`config.mk`:
```
export PLATFORM = sky130hd
export DESIGN_NAME = axi4l_master
export DESIGN_NICKNAME = d
export VERILOG_FILES = /design/src/rtl/axi4l_master.sv
export SDC_FILE = /design/constraint.sdc
export NUM_CORES = 1
export LEC_CHECK = 0
export BUFFER_PORTS_ARGS = -buffer_cell sky130_fd_sc_hd__buf_4
export CORE_ASPECT_RATIO = 1.1
export CORE_MARGIN = 2
export CORE_UTILIZATION = 46
export DETAILED_ROUTE_END_ITERATION = 10
export GPL_TIMING_DRIVEN = 1
export HOLD_SLACK_MARGIN = 0.1
export PLACE_DENSITY = 0.89
export SLEW_MARGIN = 20
export SYNTH_ARGS = -nofsm -noshare
export SYNTH_HDL_FRONTEND = slang
export SYNTH_SLANG_ARGS = --single-unit
```
`constraint.sdc`:
```
create_clock -name aclk -period 1.7 [get_ports aclk]
set_input_delay 0.085 -clock aclk [delete_from_list [all_inputs] [get_ports aclk]]
set_output_delay 0.085 -clock aclk [all_outputs]
set_load 0.03 [all_outputs]
```
`src/rtl/axi4l_master.sv`:
```
// Single-outstanding AXI4-lite initiator: one command in, one AXI
// transaction out, one response back, plus a saturating error count.
module axi4l_master #(
    parameter int         ADDR_WIDTH = 3,
    parameter int         DATA_WIDTH = 8,
    parameter logic [1:0] PROT       = 2'b00,
    parameter int         ERR_WIDTH  = 8
) (
    input  logic                    aclk,
    input  logic                    aresetn,
    input  logic                    cmd_valid,
    output logic                    cmd_ready,
    input  logic                    cmd_wr,
    input  logic [ADDR_WIDTH-1:0]   cmd_addr,
    input  logic [DATA_WIDTH-1:0]   cmd_wdata,
    input  logic [DATA_WIDTH/8-1:0] cmd_wstrb,
    output logic                    rsp_valid,
    input  logic                    rsp_ready,
    output logic [DATA_WIDTH-1:0]   rsp_rdata,
    output logic [1:0]              rsp_resp,
    output logic [ERR_WIDTH-1:0]    err_count,
    output logic                    awvalid,
    input  logic                    awready,
    output logic [ADDR_WIDTH-1:0]   awaddr,
    output logic [1:0]              awprot,
    output logic                    wvalid,
    input  logic                    wready,
    output logic [DATA_WIDTH-1:0]   wdata,
    output logic [DATA_WIDTH/8-1:0] wstrb,
    input  logic                    bvalid,
    output logic                    bready,
    input  logic [1:0]              bresp,
    output logic                    arvalid,
    input  logic                    arready,
    output logic [ADDR_WIDTH-1:0]   araddr,
    output logic [1:0]              arprot,
    input  logic                    rvalid,
    output logic                    rready,
    input  logic [DATA_WIDTH-1:0]   rdata,
    input  logic [1:0]              rresp
);

    localparam int SW = DATA_WIDTH / 8;

    localparam logic [2:0] IDLE   = 3'd0;
    localparam logic [2:0] WR_REQ = 3'd1;
    localparam logic [2:0] WR_RSP = 3'd2;
    localparam logic [2:0] RD_REQ = 3'd3;
    localparam logic [2:0] RD_RSP = 3'd4;
    localparam logic [2:0] RSP    = 3'd5;

    logic [2:0]            state;
    logic [2:0]            state_nx;
    logic                  aw_done;
    logic                  w_done;
    logic [ADDR_WIDTH-1:0] addr_q;
    logic [DATA_WIDTH-1:0] wdata_q;
    logic [SW-1:0]         wstrb_q;

    logic cmd_hs;
    logic aw_hs;
    logic w_hs;
    logic ar_hs;
    logic b_hs;
    logic r_hs;
    logic aw_fin;
    logic w_fin;
    logic err_hit;

    assign cmd_hs = cmd_valid & cmd_ready;
    assign aw_hs  = awvalid & awready;
    assign w_hs   = wvalid & wready;
    assign ar_hs  = arvalid & arready;
    assign b_hs   = bready & bvalid;
    assign r_hs   = rready & rvalid;
    assign aw_fin = aw_done | aw_hs;
    assign w_fin  = w_done | w_hs;

    assign err_hit = (b_hs && bresp != 2'b00)
                   || (r_hs && rresp != 2'b00);

    assign bready    = (state == WR_RSP);
    assign rready    = (state == RD_RSP);
    assign rsp_valid = (state == RSP);

    assign awaddr = addr_q;
    assign araddr = addr_q;
    assign wdata  = wdata_q;
    assign wstrb  = wstrb_q;
    assign awprot = PROT;
    assign arprot = PROT;

    always_comb begin
        state_nx = state;
        unique case (state)
            IDLE: begin
                if (cmd_hs)
                    state_nx = cmd_wr ? WR_REQ : RD_REQ;
            end
            WR_REQ: begin
                if (aw_fin && w_fin)
                    state_nx = WR_RSP;
            end
            WR_RSP: begin
                if (bvalid)
                    state_nx = RSP;
            end
            RD_REQ: begin
                if (ar_hs)
                    state_nx = RD_RSP;
            end
            RD_RSP: begin
                if (rvalid)
                    state_nx = RSP;
            end
            RSP: begin
                if (rsp_ready)
                    state_nx = IDLE;
            end
            default: state_nx = IDLE;
        endcase
    end

    // cmd_ready is a flop so it stays low through reset and rises
    // on the first edge after release.
    always_ff @(posedge aclk or negedge aresetn) begin
        if (!aresetn) begin
            state     <= IDLE;
            cmd_ready <= 1'b0;
        end else begin
            state     <= state_nx;
            cmd_ready <= (state_nx == IDLE);
        end
    end

    always_ff @(posedge aclk or negedge aresetn) begin
        if (!aresetn) begin
            addr_q  <= '0;
            wdata_q <= '0;
            wstrb_q <= '0;
        end else if (cmd_hs) begin
            addr_q  <= cmd_addr;
            wdata_q <= cmd_wdata;
            wstrb_q <= cmd_wstrb;
        end
    end

    // AW and W complete independently; done flags remember each one.
    always_ff @(posedge aclk or negedge aresetn) begin
        if (!aresetn) begin
            awvalid <= 1'b0;
            wvalid  <= 1'b0;
            aw_done <= 1'b0;
            w_done  <= 1'b0;
            arvalid <= 1'b0;
        end else begin
            if (cmd_hs && cmd_wr)
                awvalid <= 1'b1;
            else if (aw_hs)
                awvalid <= 1'b0;

            if (cmd_hs && cmd_wr)
                wvalid <= 1'b1;
            else if (w_hs)
                wvalid <= 1'b0;

            if (cmd_hs)
                aw_done <= 1'b0;
            else if (aw_hs)
                aw_done <= 1'b1;

            if (cmd_hs)
                w_done <= 1'b0;
            else if (w_hs)
                w_done <= 1'b1;

            if (cmd_hs && !cmd_wr)
                arvalid <= 1'b1;
            else if (ar_hs)
                arvalid <= 1'b0;
        end
    end

    always_ff @(posedge aclk or negedge aresetn) begin
        if (!aresetn) begin
            rsp_rdata <= '0;
            rsp_resp  <= 2'b00;
            err_count <= '0;
        end else begin
            if (b_hs) begin
                rsp_rdata <= '0;
                rsp_resp  <= bresp;
            end else if (r_hs) begin
                rsp_rdata <= rdata;
                rsp_resp  <= rresp;
            end
            if (err_hit && err_count != '1)
                err_count <= err_count + ERR_WIDTH'(1);
        end
    end

endmodule

```
Yosys cells after proc, flatten, opt, wreduce, memory -nomap -nowiden
Index checks and enable logic that the tools add are counted.

storage, ports and cells
  register bits = 39
  input port bits = 34
  output and inout bits = 44

operators by class
  add/subtract/negate cells = 1
  equal/unequal tests = 6
  muxes and demuxes = 22
  bitwise operators = 8
  reductions and logical operators = 18

operator list
  operator                                                               count
  3-bit two-way mux                                                      6
  3-bit case mux with 6 select lines                                     1
  8-bit two-way mux                                                      2
  2-bit nonzero test                                                     8
  1-bit two-way mux                                                      10
  8-bit by 1-bit adder with 8-bit output, second input constant          1
  8-bit != test, second input constant                                   1
  1-bit AND                                                              6
  3-bit by 2-bit equality test with 1-bit output, second input constant  2
  3-bit equality test, second input constant                             2
  1-bit logical AND                                                      6
  3-bit logical NOT                                                      2
  2-bit two-way mux                                                      3
  3-bit by 1-bit equality test with 1-bit output, second input constant  1
  1-bit bitwise OR                                                       2
  1-bit logical NOT                                                      1
  1-bit logical OR                                                       1

Logic depth before layout (Yosys ltp)
Gate-level depths: netlist of run 1.

  depth after elaboration = 6
  mapped depth = 5
  mapped depth without buffers = 5

Least setup slack after synthesis of run 1
OpenSTA, ideal clock, no wires.

  path kind = reg2reg
  start = reg err_count[3]
  end = reg err_count[1]
  library setup time = 0.125 ns
  arrival = 1.480 ns
  slack = 0.095 ns
  stages on the path, launching flop included = 5
  clock period less this slack = 1.605 ns
  path through = dfrtp_1 and4_1 nand4_1 nand2_4 mux2_4

between the ends
  word-level cells in the longest chain between the ends = 2

RTL lines
  item                      line  RTL
  start: declaration        21    output logic [ERR_WIDTH-1:0] err_count,
  start signal: assignment  198   err_count <= err_count + ERR_WIDTH'(1);
  8-bit != test             197   if (err_hit && err_count != '1)
  1-bit logical AND         197

No other way between the ends.
A chain may end at the register's enable or synchronous reset.

Worst setup path in the final report of run 1
  start = reg state[1]
  end = reg rsp_rdata[7]

between the ends
  word-level cells in the longest chain between the ends = 3
  elaborated cells on any way between the ends = 6

RTL lines
  item                                                                                   line    RTL
  start: declaration                                                                     52      logic [2:0] state;
  start signal: assignment                                                               131     state <= state_nx;
  3-bit by 2-bit equality test with 1-bit output or 3-bit equality test (tied branches)  82, 83
  1-bit AND, on equally long branches                                                    74, 75
  8-bit two-way mux or 2-bit nonzero test (tied branches)                                n/a
  end signal: assignment                                                                 194     rsp_rdata <= rdata;
  end: declaration                                                                       19      output logic [DATA_WIDTH-1:0] rsp_rdata,

Parallel ways exist; a longest one is shown, timed or not.

==> out/metrics.cfg, run 1 <==
[run_status]
status=completed

[sta]
min_period_ps=1580
tightestPinTransition_ps=502
slew_headroom=0.666
worst_clock_skew_ps=3.53
drv_slew=0
fmax_ghz=0.634
fin_setup_tns_ps=0
finalCritPeriodShare=0.928
finalHoldViolCount=0
rsz0062_at_grt=no
setup_viol_count_final=0
hold_ws_ps=119

[floorplan]
row_count=23
ios=78
initial_utilization=0.478
fp.coreArea_um2=3630
dieHeight_um=68.4
die_width_um=62.5
die_area_um2=4280

[worst_setup_path]
ff2ff_setup_slack_ps=120
critical_path_buf_inv_count=1
rr_startpoint=state[1]
r2r_end=rsp_rdata[7]
path_cells=and4bb_4, buf_4, nor2_1, a22o_1
crit_fanout=11
slowest_stage=dfrtp_1
crit_path_end=rsp_rdata[7]
max_stage_delay_ps=460
critPathArrivalTime_ps=1790
crit_path_end_kind=register
required_ps=1910
cp-startpoint=state[1]
cp.depth=4
ff2ff_path_depth=4
cp-start-kind=register
crit_type=register to register
cpLargestDelayFamily=simple AND/OR/NAND/NOR gates

[layout]
final_area_um2=2670
area_delta_synth_final_pct=53.7
final_util=0.735
final_cell_count_no_fill=296
nets=282
drive_above_1_share=0.411
num_antenna_cells=0

[synthesis]
yosysMostFrequentCell=dfrtp_1
synth_xor_area_frac=0.0253
ys_seq_area_frac=0.563
synth.cell_area_um2=1730
muxShareOfSynthArea=0.0981
synth_flop_cell=dfrtp_1
synth_edf_count=0
synthAdderAreaFrac=0.00722
synth_area_leaders=dfrtp_1 56%, mux2_2 7.8%, a22o_1 4.0%
synth.yosys.warnings=0
syn_inst=142
avgSynthCellArea_um2=12.2
synth_commonest_cells=39 x dfrtp_1, 12 x mux2_2, 9 x a21oi_1, 8 x a22o_1, 8 x buf_4
synth_top_area_share=0.563
yosysTopAreaCell=dfrtp_1
synth_compound_area_frac=0.119
async_flop_share=1.00
ys_ff_latch=39
synth.distinct_cells=35
synth_top_family_by_area=simple AND/OR/NAND/NOR gates
synthSimpleGateAreaFrac=0.131

[global_route]
grt_pass1_wl_mm=6.91
track_usage=0.214
antenna_found_initial=0
grt_overflow=0
grt_pass1_vias=1534
grt_max_degree=40

[place]
io_buffers=73
place_area_um2=2300
dp.cells=261
hpwl_mm=2.80
gp_congestion=0.850

[clock_network]
ctsResizeCount=0
cts_max_level=2
cts_buffer_depth=2
cts_tree=yes
cts_sinks=39
numCtsBuffers=5
root_buffer=clkbuf_8
path_clk_slew_ps=70
insertion_delay_ps=280
cts_setup_buffers=0

[detailed_routing]
drt_first_pass_iters=5
wire_per_inst_um=14.8
ant_nets=0
drtIter0Drc=71
routed_wl_mm=4.38
drc=0
vias=1496
detail_route.vias_per_cell=5.05

[worst_hold_path]
holdCritPathClass=input pin to register
worstHoldStart=rresp[1]

[power]
p_leak_uw=0.00129
vdd_drop_max_mv=0.974
power.density_nw_per_um2=1710

[job]
drv_cap=0

per-stage QoR:
| step | setup slack [ps] | power, uW |
|---|---|---|
| after floorplan | 95.0 | 3120 |
| after global placement | 217 | 3880 |
| after detailed placement | 140 | 3950 |
| after CTS | 91.4 | 4580 |
| after global routing | 20.9 | 4820 |
| final | 122 | 4570 |
state kept, by name, summed over array words and instances (netlist names):
signal     flops
rsp_resp       2
rsp_rdata      8
aw_done        1
araddr         3
err_count      8
wdata          8
wvalid         1
cmd_ready      1
awvalid        1
state          3
w_done         1
arvalid        1
wstrb          1
power breakdown:
group,switching [uW],internal [uW]
Clock,281,273
Sequential,293,1310
Combinational,1370,1030
Total,1950,2620
cells in the final DEF, fill, tap and decap left out, types with 5 or more instances in the layout:
cell | Yosys | routed
nor2_1 | 5 | 5
clkbuf_8 | 0 | 5
a21oi_1 | 9 | 9
buf_4 | 8 | 76
dlygate4sd3_1 | 0 | 29
o21ai_0 | 5 | 5
inv_1 | 5 | 5
mux2_2 | 12 | 12
dfrtp_1 | 39 | 39
a22o_1 | 8 | 8
xnor2_1 | 5 | 5
nand3_1 | 6 | 6
per-layer routing:
layer,global-route usage,vias to the layer above,share of wire
met2,0.397,56,0.55
met3,0.0576,14,0.051
met5,0,-,0
met4,0.111,0,0.034
met1,0.228,719,0.37
li1,-,707,-
worst min path at each step:
stage                     cells after the start  slack (ps)           to
final                                         3         120  rsp_resp[1]
after global routing                          3         170     state[2]
after CTS                                     3         110  rsp_resp[1]
after detailed placement                      1          90    araddr[1]
after global placement                        1          80     wdata[2]
after floorplan                               0        -210    araddr[0]
worst register-to-register path: stages, from the launching register on:
cell and delay, ps:
dfrtp_1 460, and4bb_4 270, buf_4 170, nor2_1 400
a22o_1 210
cells by family after synthesis:
group | after synthesis
AOI/OAI and AO/OA | 29
xor gates and xnor gates | 5
adders and majority gates | 1
buffers and inverters | 15
DFF | 39
muxes | 15
other | 1
and+or+nand+nor | 37
layout make-up:
| class | instances | area [um2] |
|---|---|---|
| multi-input combinational | 91 | 674 |
| clock buffer | 6 | 72.6 |
| timing repair buffer | 105 | 861 |
| inverter | 5 | 18.8 |
| fill | 264 | 961 |
| sequential | 39 | 976 |
| tap | 50 | 62.6 |
timing repair:
| item | 4_1_cts | 5_1_grt |
|---|---|---|
| hold endpoints to repair | 66 | 0 |
| endpoints found under the setup margin | 0 | 0 |
| hold buffers | 29 | 0 |
Note: power is estimated with default switching activity, not from simulation.
==> run 2, diff against run 1 <==
Settings changed: PLACE_DENSITY 0.89 to unset, PLACE_DENSITY_LB_ADDON set to 0.08.
Clock period 1.7 ns to 1.8 ns, I/O delays scaled along.
==> out/metrics.cfg, run 2 (synthesized netlist as in run 1, its figures left out) <==
[job]
drv_cap=0

[power]
p_leak_uw=0.00130
p_comb_frac=0.498
p_sw_uw=1860
seqPwrFrac=0.334
power.density_nw_per_um2=1670
vdd_drop_max_mv=1.12
swShare=0.412
clkPwrFrac=0.167
power.internal_uw=2660

[sta]
finalCritPeriodShare=0.905
slew_headroom=0.665
drv_slew=0
finalHoldViolCount=0
min_period_ps=1630
fin_setup_tns_ps=0
setup_viol_count_final=0
tightestPinTransition_ps=501
worst_clock_skew_ps=10.5
fmax_ghz=0.614
rsz0062_at_grt=no

[worst_hold_path]
holdCritPathClass=input pin to register
holdPathStages=3

[layout]
nets=281
mostFrequentLayoutCell=buf_4
drive_above_1_share=0.417
final_cell_mix=75 x buf_4, 39 x dfrtp_1, 29 x dlygate4sd3_1
nFillCells=267
area_delta_synth_final_pct=55.8
final_area_um2=2700
num_antenna_cells=0

[worst_setup_path]
slowest_stage=and4bb_4
ff2ff_setup_slack_ps=170
r2r_end=err_count[1]
ff2ff_path_depth=4
critPathArrivalTime_ps=1810
cp-start-kind=register
crit_path_end=err_count[1]
cp-startpoint=state[1]
max_stage_delay_ps=480
path_cells=and4bb_4, a22o_4, nand2_4, mux2_4
required_ps=1980
crit_fanout=12
rr_startpoint=state[1]
crit_type=register to register
crit_path_end_kind=register

[detailed_routing]
wire_per_inst_um=14.3
drc=0
detail_route.vias_per_cell=5.01
routed_wl_mm=4.25
ant_nets=0
drt_first_pass_iters=5
vias=1488
drtIter0Drc=99

[clock_network]
ctsResizeCount=0
root_buffer=clkbuf_8
numCtsBuffers=5
cts_max_level=2
cts_buffer_depth=2
insertion_delay_ps=290
cts_sinks=39
cts_tree=yes
cts_setup_buffers=0
path_clk_slew_ps=80

[run_status]
status=completed

[floorplan]
die_width_um=62.5
row_count=23
fp.coreArea_um2=3630
ios=78
initial_utilization=0.478
die_area_um2=4280
dieHeight_um=68.4

[place]
io_buffers=73
place_area_um2=2290
gp_congestion=0.840
hpwl_mm=2.96

[global_route]
grt_overflow=0
grt_pass1_vias=1475
grtUsageMet2=0.378
top_usage_layer=met2
track_usage=0.202
antenna_found_initial=0
grt_max_degree=40
met1_usage=0.215
grt_pass1_wl_mm=6.60
grt_use_met3=0.0559

==> run 2: power groups by stage <==
stage / clock network, uW / registers [uW] / logic [uW]
final: 755 / 1510 / 2250
after global routing: 812 / 1560 / 2380
after global placement: 0 / 1500 / 2170
after CTS: 775 / 1510 / 2270
after floorplan: 0 / 2100 / 846
after detailed placement: 0 / 1530 / 2210
==> run 2: per-stage QoR <==
step / power (uW) / hold WS [ps] / worst slack (ps) / std cells / util
after global placement: 3660 / 83.7 / 216 / 260 / 0.633
after global routing: 4750 / 148 / 103 / 297 / 0.745
after CTS: 4550 / 103 / 169 / 296 / 0.743
after detailed placement: 3740 / 91.7 / 174 / 260 / 0.633
final: 4520 / 135 / 171 / 297 / 0.745
after floorplan: 2950 / -206 / 195 / 145 / -
==> run 2: how the worst min path moves through the flow <==
| stage | from | endpoint | slack, ps |
|---|---|---|---|
| detailed placement | aresetn | wvalid | 90 |
| global route | rsp_ready | state[2] | 150 |
| global placement | aresetn | wvalid | 80 |
| floorplan | aresetn | araddr[0] | -210 |
| finish | rresp[1] | rsp_resp[1] | 140 |
| CTS | rresp[0] | rsp_resp[0] | 100 |
==> run 2: layout make-up <==
type,count,area [um2],area share
sequential,39,976,0.361
clock inverter,2,35.0,0.0130
timing repair buffer,104,853,0.316
tap,50,62.6,0.0231
inverter,5,18.8,0.00694
multi-input combinational,91,674,0.250
clock buffer,6,82.6,0.0306
==> run 2: per-layer routing <==
layer  vias to the layer above  routed length, um
li1                        708                  -
met4                         0                 78
met1                       738               1630
met3                         7                151
met2                        35               2390
met5                         -                  0
==> run 2: worst max-delay path: cells and delay by family, from the launching register on <==
| kind | cells | cell delay (ps) |
|---|---|---|
| DFF | 1 | 450 |
| AOI/OAI and AO/OA | 1 | 220 |
| muxes | 1 | 300 |
| and+or+nand+nor | 2 | 550 |
==> run 2: timing repair <==
action	CTS	global route
hold buffers	28	1
endpoints found under the setup margin	0	0
hold endpoints to repair	66	1
